--- src/rtl/window_pulse_pkg.sv ---
// window_pulse_pkg: shared state and register-map definitions
// for the programmable multi-channel window pulse generator.
package window_pulse_pkg;

  typedef enum logic [1:0] {
    IDLE  = 2'd0,
    RUN   = 2'd1,
    PAUSE = 2'd2
  } state_t;

  localparam int SEL_PERIOD  = 0;
  localparam int SEL_LO_BASE = 1;

  function automatic int sel_lo(input int k);
    return SEL_LO_BASE + 2 * k;
  endfunction

  function automatic int sel_hi(input int k);
    return SEL_LO_BASE + 2 * k + 1;
  endfunction

endpackage

--- src/rtl/window_cmp.sv ---
// window_cmp: one channel -- active lo/hi, window comparator, out register.
// With WINDOW_EDGE_IRQ_EN defined, adds a window-entry irq pulse.
module window_cmp
  import window_pulse_pkg::*;
#(
  parameter int CNT_W = 13
) (
  input  logic             clk,
  input  logic             reset,
  input  state_t           state,
  input  logic             load,
  input  logic             step,
  input  logic [CNT_W-1:0] stg_lo,
  input  logic [CNT_W-1:0] stg_hi,
  input  logic [CNT_W-1:0] count,
  output logic             out
`ifdef WINDOW_EDGE_IRQ_EN
  ,
  output logic             irq
`endif
);

  typedef struct packed {
    logic [CNT_W-1:0] lo;
    logic [CNT_W-1:0] hi;
  } ch_cfg_t;

  ch_cfg_t act;
  logic    inwin;

  assign inwin = (count > act.lo) && (count < act.hi);

  always_ff @(posedge clk or negedge reset) begin
    if (!reset) begin
      act <= '0;
      out <= 1'b0;
    end else begin
      if (load) begin
        act.lo <= stg_lo;
        act.hi <= stg_hi;
      end
      // out only advances with the counter, so a pause freezes it too
      if (state == IDLE)
        out <= 1'b1;
      else if (step)
        out <= ~inwin;
    end
  end

`ifdef WINDOW_EDGE_IRQ_EN
  logic prev;

  always_ff @(posedge clk or negedge reset) begin
    if (!reset) begin
      prev <= 1'b0;
      irq  <= 1'b0;
    end else begin
      prev <= out;
      irq  <= prev & ~out;
    end
  end
`endif

endmodule

--- src/rtl/window_pulse_gen.sv ---
// window_pulse_gen: periodic counter driving N_CH low-active windows.
// Optional WINDOW_EDGE_IRQ_EN adds per-channel window-entry irq pulses.
module window_pulse_gen
  import window_pulse_pkg::*;
#(
  parameter  int CNT_W      = 13,
  parameter  int N_CH       = 2,
  parameter  int DEF_PERIOD = 4600,
  localparam int SEL_W      = $clog2(2 * N_CH + 1)
) (
  input  logic             clk,
  input  logic             reset,
  input  logic             en,
  input  logic             oneshot,
  input  logic             start,
  input  logic             cfg_we,
  input  logic [SEL_W-1:0] cfg_sel,
  input  logic [CNT_W-1:0] cfg_wdata,
  output logic [N_CH-1:0]  out,
  output logic [CNT_W-1:0] count,
  output logic             wrap,
  output logic             busy
`ifdef WINDOW_EDGE_IRQ_EN
  ,
  output logic [N_CH-1:0]  irq
`endif
);

  state_t           state;
  logic             os_mode;
  logic             step;
  logic             at_end;
  logic             load;
  logic [CNT_W-1:0] stg_period;
  logic [CNT_W-1:0] act_period;
  logic [CNT_W-1:0] stg_lo [N_CH];
  logic [CNT_W-1:0] stg_hi [N_CH];

  assign step   = (state != IDLE) && en;
  assign at_end = (count == act_period);
  assign load   = (state == IDLE) || (step && at_end);
  assign busy   = (state != IDLE);

  always_ff @(posedge clk or negedge reset) begin
    if (!reset) begin
      stg_period <= CNT_W'(DEF_PERIOD);
      for (int k = 0; k < N_CH; k++) begin
        stg_lo[k] <= '0;
        stg_hi[k] <= '0;
      end
    end else if (cfg_we) begin
      if (int'(cfg_sel) == SEL_PERIOD)
        stg_period <= cfg_wdata;
      for (int k = 0; k < N_CH; k++) begin
        if (int'(cfg_sel) == sel_lo(k))
          stg_lo[k] <= cfg_wdata;
        if (int'(cfg_sel) == sel_hi(k))
          stg_hi[k] <= cfg_wdata;
      end
    end
  end

  always_ff @(posedge clk or negedge reset) begin
    if (!reset) begin
      state      <= IDLE;
      os_mode    <= 1'b0;
      count      <= '0;
      wrap       <= 1'b0;
      act_period <= CNT_W'(DEF_PERIOD);
    end else begin
      wrap <= step && at_end;
      if (load)
        act_period <= stg_period;
      if (step)
        count <= at_end ? '0 : count + CNT_W'(1);
      unique case (state)
        IDLE: begin
          if (en && (!oneshot || start)) begin
            state   <= RUN;
            os_mode <= oneshot;
          end
        end
        RUN, PAUSE: begin
          if (!en)
            state <= PAUSE;
          else if (at_end && os_mode)
            state <= IDLE;
          else
            state <= RUN;
        end
        default: state <= IDLE;
      endcase
    end
  end

  for (genvar k = 0; k < N_CH; k++) begin : g_ch
    window_cmp #(
      .CNT_W(CNT_W)
    ) u_cmp (
      .clk   (clk),
      .reset (reset),
      .state (state),
      .load  (load),
      .step  (step),
      .stg_lo(stg_lo[k]),
      .stg_hi(stg_hi[k]),
      .count (count),
      .out   (out[k])
`ifdef WINDOW_EDGE_IRQ_EN
      ,
      .irq   (irq[k])
`endif
    );
  end

endmodule

--- config.mk ---
export PLATFORM = sky130hd
export DESIGN_NAME = window_pulse_gen
export DESIGN_NICKNAME = d
export VERILOG_FILES = /design/src/rtl/window_pulse_pkg.sv /design/src/rtl/window_cmp.sv /design/src/rtl/window_pulse_gen.sv
export SDC_FILE = /design/constraint.sdc
export NUM_CORES = 1
export LEC_CHECK = 0
export CELL_PAD_IN_SITES_DETAIL_PLACEMENT = 0
export CELL_PAD_IN_SITES_GLOBAL_PLACEMENT = 1
export CORE_MARGIN = 5
export CORE_UTILIZATION = 46
export CTS_BUF_LIST = sky130_fd_sc_hd__clkbuf_8 sky130_fd_sc_hd__clkbuf_16
export DETAILED_ROUTE_END_ITERATION = 10
export PLACE_DENSITY_LB_ADDON = 0.1
export SYNTH_ARGS = -nofsm -noshare
export SYNTH_HDL_FRONTEND = slang
export SYNTH_SLANG_ARGS = --single-unit
--- constraint.sdc ---
create_clock -name clk -period 2.91 [get_ports clk]
set_input_delay 0.4365 -clock clk [delete_from_list [all_inputs] [get_ports clk]]
set_output_delay 0.4365 -clock clk [all_outputs]
set_load 0.005 [all_outputs]
# Word-level counts from Yosys, hierarchy flattened
# Cells that the tools add are included.
op_classes:
  muxes: 9
  eq_ne: 8
  n_mul: 0
  bitwise_logic: 2
  div: 0
  n_addsub: 1
  shift: 0
  n_reduce_logical: 20
  order_cmp: 4
ops:
  columns: ["op", "count"]
  rows:
  - ["$gt 13x13->1", 2]
  - ["$lt 13x13->1", 2]
  - ["$add 13x1->13 const B", 1]
  - ["$eq 13x13->1", 1]
  - ["$mux 13", 1]
  - ["$reduce_and 2->1", 6]
  - ["$eq 3x3->1 const B", 3]
  - ["$logic_and 1x1->1", 6]
  - ["$mux 1", 5]
  - ["$mux 2", 2]
  - ["$pmux 2 s2", 1]
  - ["$reduce_bool 2->1", 2]
  - ["$eq 3x2->1 const B", 1]
  - ["$logic_not 3->1", 1]
  - ["$eq 2x1->1 const B", 1]
  - ["$eq 2x2->1 const B", 1]
  - ["$logic_not 2->1", 1]
  - ["$logic_or 1x1->1", 2]
  - ["$ne 2x1->1 const B", 1]
  - ["$not 1->1", 2]
  - ["$reduce_or 2->1", 1]
  - ["$logic_not 1->1", 1]
totals:
  mem_bits_rw: 0
  register_bits: 149
  out_inout_bits: 17
  wordCells: 60
  romBits: 0
  in_bits: 22
  latch_bits: 0
  n_memories: 0

# Depth between registers and ports, before layout
logic_depth:
  ltp_word: 5
  depth_mapped: 8
  ltp_nobuf: 7

# Modules after synthesis
# From an unflattened synthesis, not the netlist that was laid out.
hier_totals:
  cells_unflattened: 622
  area_unflattened_um2: 7108.1
modules_own_cells:
  columns: ["mod", "area_each_um2", "instances", "seq_area_each_um2", "cells_each"]
  rows:
  - ["window_pulse_gen", 3966.3, 1, 2394.8, 274]
  - ["window_cmp (g_ch[0].u_cmp)", 1571.5, 1, 675.6, 174]
  - ["window_cmp (g_ch[1].u_cmp)", 1570.3, 1, 675.6, 174]

# Worst setup path before layout
# No wires, ideal clock.
synth_timing:
  path_type: "register to register"
  start: "register count[2]"
  end: "register act_period[10]"
  arrival_ps: 1898
  period_less_slack_ps: 2023
  t_required_ps: 2785
  slack_ps: 887
  setup_time_ps: 125
  path_buffers: 2
  path_stages_with_launch: 8
  path_cell_list: "dfrtp_1 xnor2_1 nand4_1 nor4_4 a21oi_2 buf_6 buf_6 mux2_4"
synth_via:
  elab_chain_len: 3
synth_rtl:
  columns: ["item", "line_no", "rtl"]
  rows:
  - ["from (decl)", "window_pulse_gen.sv:20", "output logic [CNT_W-1:0] count,"]
  - ["from (signal assigned)", "window_pulse_gen.sv:75", "count <= at_end ? '0 : count + CNT_W'(1);"]
  - ["$eq 13x13->1", "window_pulse_gen.sv:40", "assign at_end = (count == act_period);"]
  - ["$logic_and 1x1->1", "window_pulse_gen.sv:41", "assign load = (state == IDLE) || (step && at_end);"]
  - ["$logic_or 1x1->1", "window_pulse_gen.sv:41", null]
  - ["to (signal assigned)", "window_pulse_gen.sv:69", "act_period <= CNT_W'(DEF_PERIOD);"]
  - ["to (signal assigned)", "window_pulse_gen.sv:73", "act_period <= stg_period;"]
  - ["to (decl)", "window_pulse_gen.sv:35", "logic [CNT_W-1:0] act_period;"]
# Every way passes these cells.
# A chain may end at the register's enable or synchronous reset.

# Worst setup path after layout
layout_timing:
  start: "register count[2]"
  end: "register g_ch[0].u_cmp.act[2] in the netlist's numbering"
layout_via:
  elab_chain_len: 3
layout_rtl:
  columns: ["item", "line_no", "rtl"]
  rows:
  - ["$eq 13x13->1", "window_pulse_gen.sv:40", null]
  - ["$logic_and 1x1->1", "window_pulse_gen.sv:41", null]
  - ["$logic_or 1x1->1", "window_pulse_gen.sv:41", null]
  - ["to (decl)", "window_cmp.sv:28", "ch_cfg_t act;"]
# Every way passes these cells.

==> run summary <==
The mean instance size in the synthesized netlist came out at 13.0 µm². The routed length per instance came out at 18.5 µm. The dominant cell by count in the synthesized netlist is sky130_fd_sc_hd__dfrtp_1. The flow ran to the end, but the final reports show violations. The H-tree depth came out at 4. The cell leakage power came out at 4.07 nW.

Once the clock tree was built, the resizer swapped 0 gates to a different size. The number of design-rule violations left by the first detailed-router iteration came out at 189. The area occupied by multi-input gates came out at 3310 µm². For the worst-skew pair, the clock arrives at the later sink with an insertion delay of 0.42 ns. The hold-fix buffer count after cts is 0. In the final timing run, aggregate negative setup slack is 0 ns. The post-synthesis async set-or-reset flop share came out at 100%. The worst setup path category is reg2reg. The cell type contributing the most total cell area after synthesis is sky130_fd_sc_hd__dfrtp_1. The routed layout has 4487 vias. The number of warnings reported in the yosys synthesis log came out at 0.

The count of clock tree sinks came out at 149. The final estimated routing congestion in global placement came out at 0.767. The final-report setup violation count is 0. The worst slew margin relative to its limit is 56.7%. TritonCTS built the clock tree. The ratio of routed vias to standard cells is 5.25. The wire length after detailed routing came out at 15800 µm.

The initial utilization of the core area, before any placement, comes to 46.6%. The initialized floorplan defines 46 standard-cell rows. The overall power consumption is 0.00889 W. For this run, the detailed router's first-pass iteration total came to 4. The synthesized design devotes to its leading area cell type 45.8% of total area. The maximum ir drop on the vdd rail came out at 637 µV. The number of maximum-capacitance constraint violations came out at 0. The shortest clock period the worst path allows after layout is 2.33 ns. Ranked by instance count, the synthesized netlist is headed by sky130_fd_sc_hd__dfrtp_1, sky130_fd_sc_hd__mux2_2, sky130_fd_sc_hd__inv_1, sky130_fd_sc_hd__ha_1, sky130_fd_sc_hd__mux2_4. The netlist uses 41 different library cells.

In this run the power density over the cells is 1020 nW/µm². The most used flip-flop cell after synthesis is sky130_fd_sc_hd__dfrtp_1. The core footprint is 15800 µm².

The checks that failed: negative hold slack. The number of global-route vias before repair was 4579. Of all nets on the critical path, the largest fanout is 34. The data required time at the worst endpoint came out at 3.21 ns. The max-slew violation count is 0. In the post-synthesis netlist, the biggest area contributors are sky130_fd_sc_hd__dfrtp_1, sky130_fd_sc_hd__mux2_2, sky130_fd_sc_hd__mux2_4. Summing all flip-flop and latch instances after layout gives 3750 µm². The post-CTS setup-driven buffer insertion count is 0. In this run the remaining antenna-violating nets after routing total 0. The clock skew is 0.00930 ns.

The TritonCTS buffer count is 17. The gate count of the mapped netlist is 569. The clock transition at the registers of the reported paths is 0.06 ns.

The worst setup path is launched from a register. The category of the worst setup path capture point is a register. The number of hold violations in the final report is 5.

The highest clock frequency the design can meet is 430 MHz. The number of buffers between clock root and the deepest sink is 2. 0 antenna diodes ended up in the layout. The synthesized design contains 0 enable-type register cells. The overall fraction of global-route tracks in use is 18.3%. The die outline area came out at 18700 µm².

After filler insertion, the fill cell instance count of the layout stands at 1341. The sequential fraction of the synthesis area came out at 50.8%. The cell area after technology mapping came out at 7380 µm².

The vertical die dimension came out at 137 µm. CTS placed an instance of sky130_fd_sc_hd__clkbuf_16 at the clock tree root. The transition at the pin with the smallest max-transition slack is 0.650 ns. The count of input and output buffers came out at 38. Of the available clock period, the critical path in the final layout requires 80.0%. Setup repair after global routing left no endpoint under its margin. Summed over all layers, the global routing overflow is 0.

In the final layout, the share of cells above drive strength 1 is 30.9%. In this run the count of I/O pins placed on the die edge is 39. The number of antenna violations at the first check in global routing is 0. From left edge to right edge, the die measures 137 µm.

The number of design rule violations left after detail routing is 0. The number of flip-flops and latches in the synthesized netlist came out at 149. The path class of the tightest hold or removal check is in2async. The number of nets produced by synthesis is 644. The critical path arrival came out at 2.63 ns. Entering global routing, the biggest net connects 61 pins. The final hold slack came out at -0.00850 ns. Detailed placement finished with a half-perimeter wire length of 11100 µm. For this run, the post-layout net count is 700. The first global-routing pass estimated 25300 µm of wire. The post-synthesis to final-layout area growth is 18.0%.
placed cells by master (no fill, tap or decap), types with 6 or more instances in the layout:
master,synthesis,routed
sky130_fd_sc_hd__a21oi_1,16,16
sky130_fd_sc_hd__buf_4,2,17
sky130_fd_sc_hd__clkbuf_16,0,17
sky130_fd_sc_hd__clkdlybuf4s50_1,0,37
sky130_fd_sc_hd__dfrtp_1,135,135
sky130_fd_sc_hd__dfstp_2,14,14
sky130_fd_sc_hd__ha_1,53,53
sky130_fd_sc_hd__inv_1,55,57
sky130_fd_sc_hd__mux2_2,80,80
sky130_fd_sc_hd__mux2_4,50,50
sky130_fd_sc_hd__nand2_1,19,19
sky130_fd_sc_hd__nand3_1,17,17
sky130_fd_sc_hd__nand4_1,11,11
sky130_fd_sc_hd__nor2_1,15,15
sky130_fd_sc_hd__nor2b_1,6,6
sky130_fd_sc_hd__nor3_1,9,8
sky130_fd_sc_hd__o21ai_0,13,13
sky130_fd_sc_hd__xnor2_1,14,14
sky130_fd_sc_hd__xor2_1,8,8
stage by stage:
stage,instance area [µm²],instances,util (%),worst slack (ns)
2_1_floorplan,7380,569,-,0.887
3_3_place_gp,8070,822,51.0,0.448
3_5_place_dp,8070,822,51.0,0.379
4_1_cts,8700,854,55.0,0.586
5_1_grt,8700,854,55.0,0.459
6_report,8700,854,55.0,0.582
area by class of cell:
cell class | instances | area share (%)
timing repair buffer | 56 | 6.08
clock inverter | 13 | 2.10
inverter | 55 | 2.37
sequential | 149 | 43.1
clock buffer | 19 | 5.21
multi-input combinational | 346 | 38.1
tap | 216 | 3.11
layer usage:
layer	share of wire (%)	global-route usage [%]	wire length, µm
met4	1.4	5.10	223
met1	47	25.0	7430
met5	0	0	0
met2	47	28.7	7470
met3	4.2	4.85	670
worst max-delay path, stage by stage, from the launching register on:
cell and delay [ns]:
sky130_fd_sc_hd__dfrtp_1 0.61, sky130_fd_sc_hd__xnor2_1 0.18, sky130_fd_sc_hd__nand4_1 0.16, sky130_fd_sc_hd__nor4_4 0.42, sky130_fd_sc_hd__a21oi_4 0.10, sky130_fd_sc_hd__buf_4 0.32
sky130_fd_sc_hd__mux2_4 0.37
logic make-up (layout without fill, tap and decap cells):
group,count (synthesis),after routing,share of synthesized area (%)
fa+ha+maj,53,53,8.99
buf+inv,74,143,4.53
flops,149,149,50.8
mux,130,130,22.4
compound gates,51,51,4.34
xor+xnor,22,22,2.61
simple gates,90,90,6.34
where the power goes:
part	internal, W	switching (W)	total, W
clock	0.00148	0.000860	0.00234
combinational	0.00178	0.00141	0.00319
sequential	0.00286	0.000499	0.00336
final timing paths:
check,slack [ns],cells past startpoint,end,start
setup / recovery,0.58,6,g_ch[0].u_cmp.act[2],count[2]
hold / removal,-0.009,1,g_ch[0].u_cmp.act[23],reset
setup reg to reg,0.58,6,g_ch[0].u_cmp.act[2],count[2]
hold reg to reg,0.49,1,g_ch[1].u_cmp.act[14],stg_lo[1]
max in group asynchronous,2.15,2,stg_period[4],reset
min in group clk,0.49,1,g_ch[1].u_cmp.act[14],stg_lo[1]
state kept, by name, indices dropped and copies added (netlist names):
name            flops
stg_period         13
state               2
os_mode             1
g_ch.u_cmp.out      2
act_period         13
wrap                1
stg_lo             26
stg_hi             26
g_ch.u_cmp.act     52
count              13
Note: power is estimated with default switching activity, not from simulation.
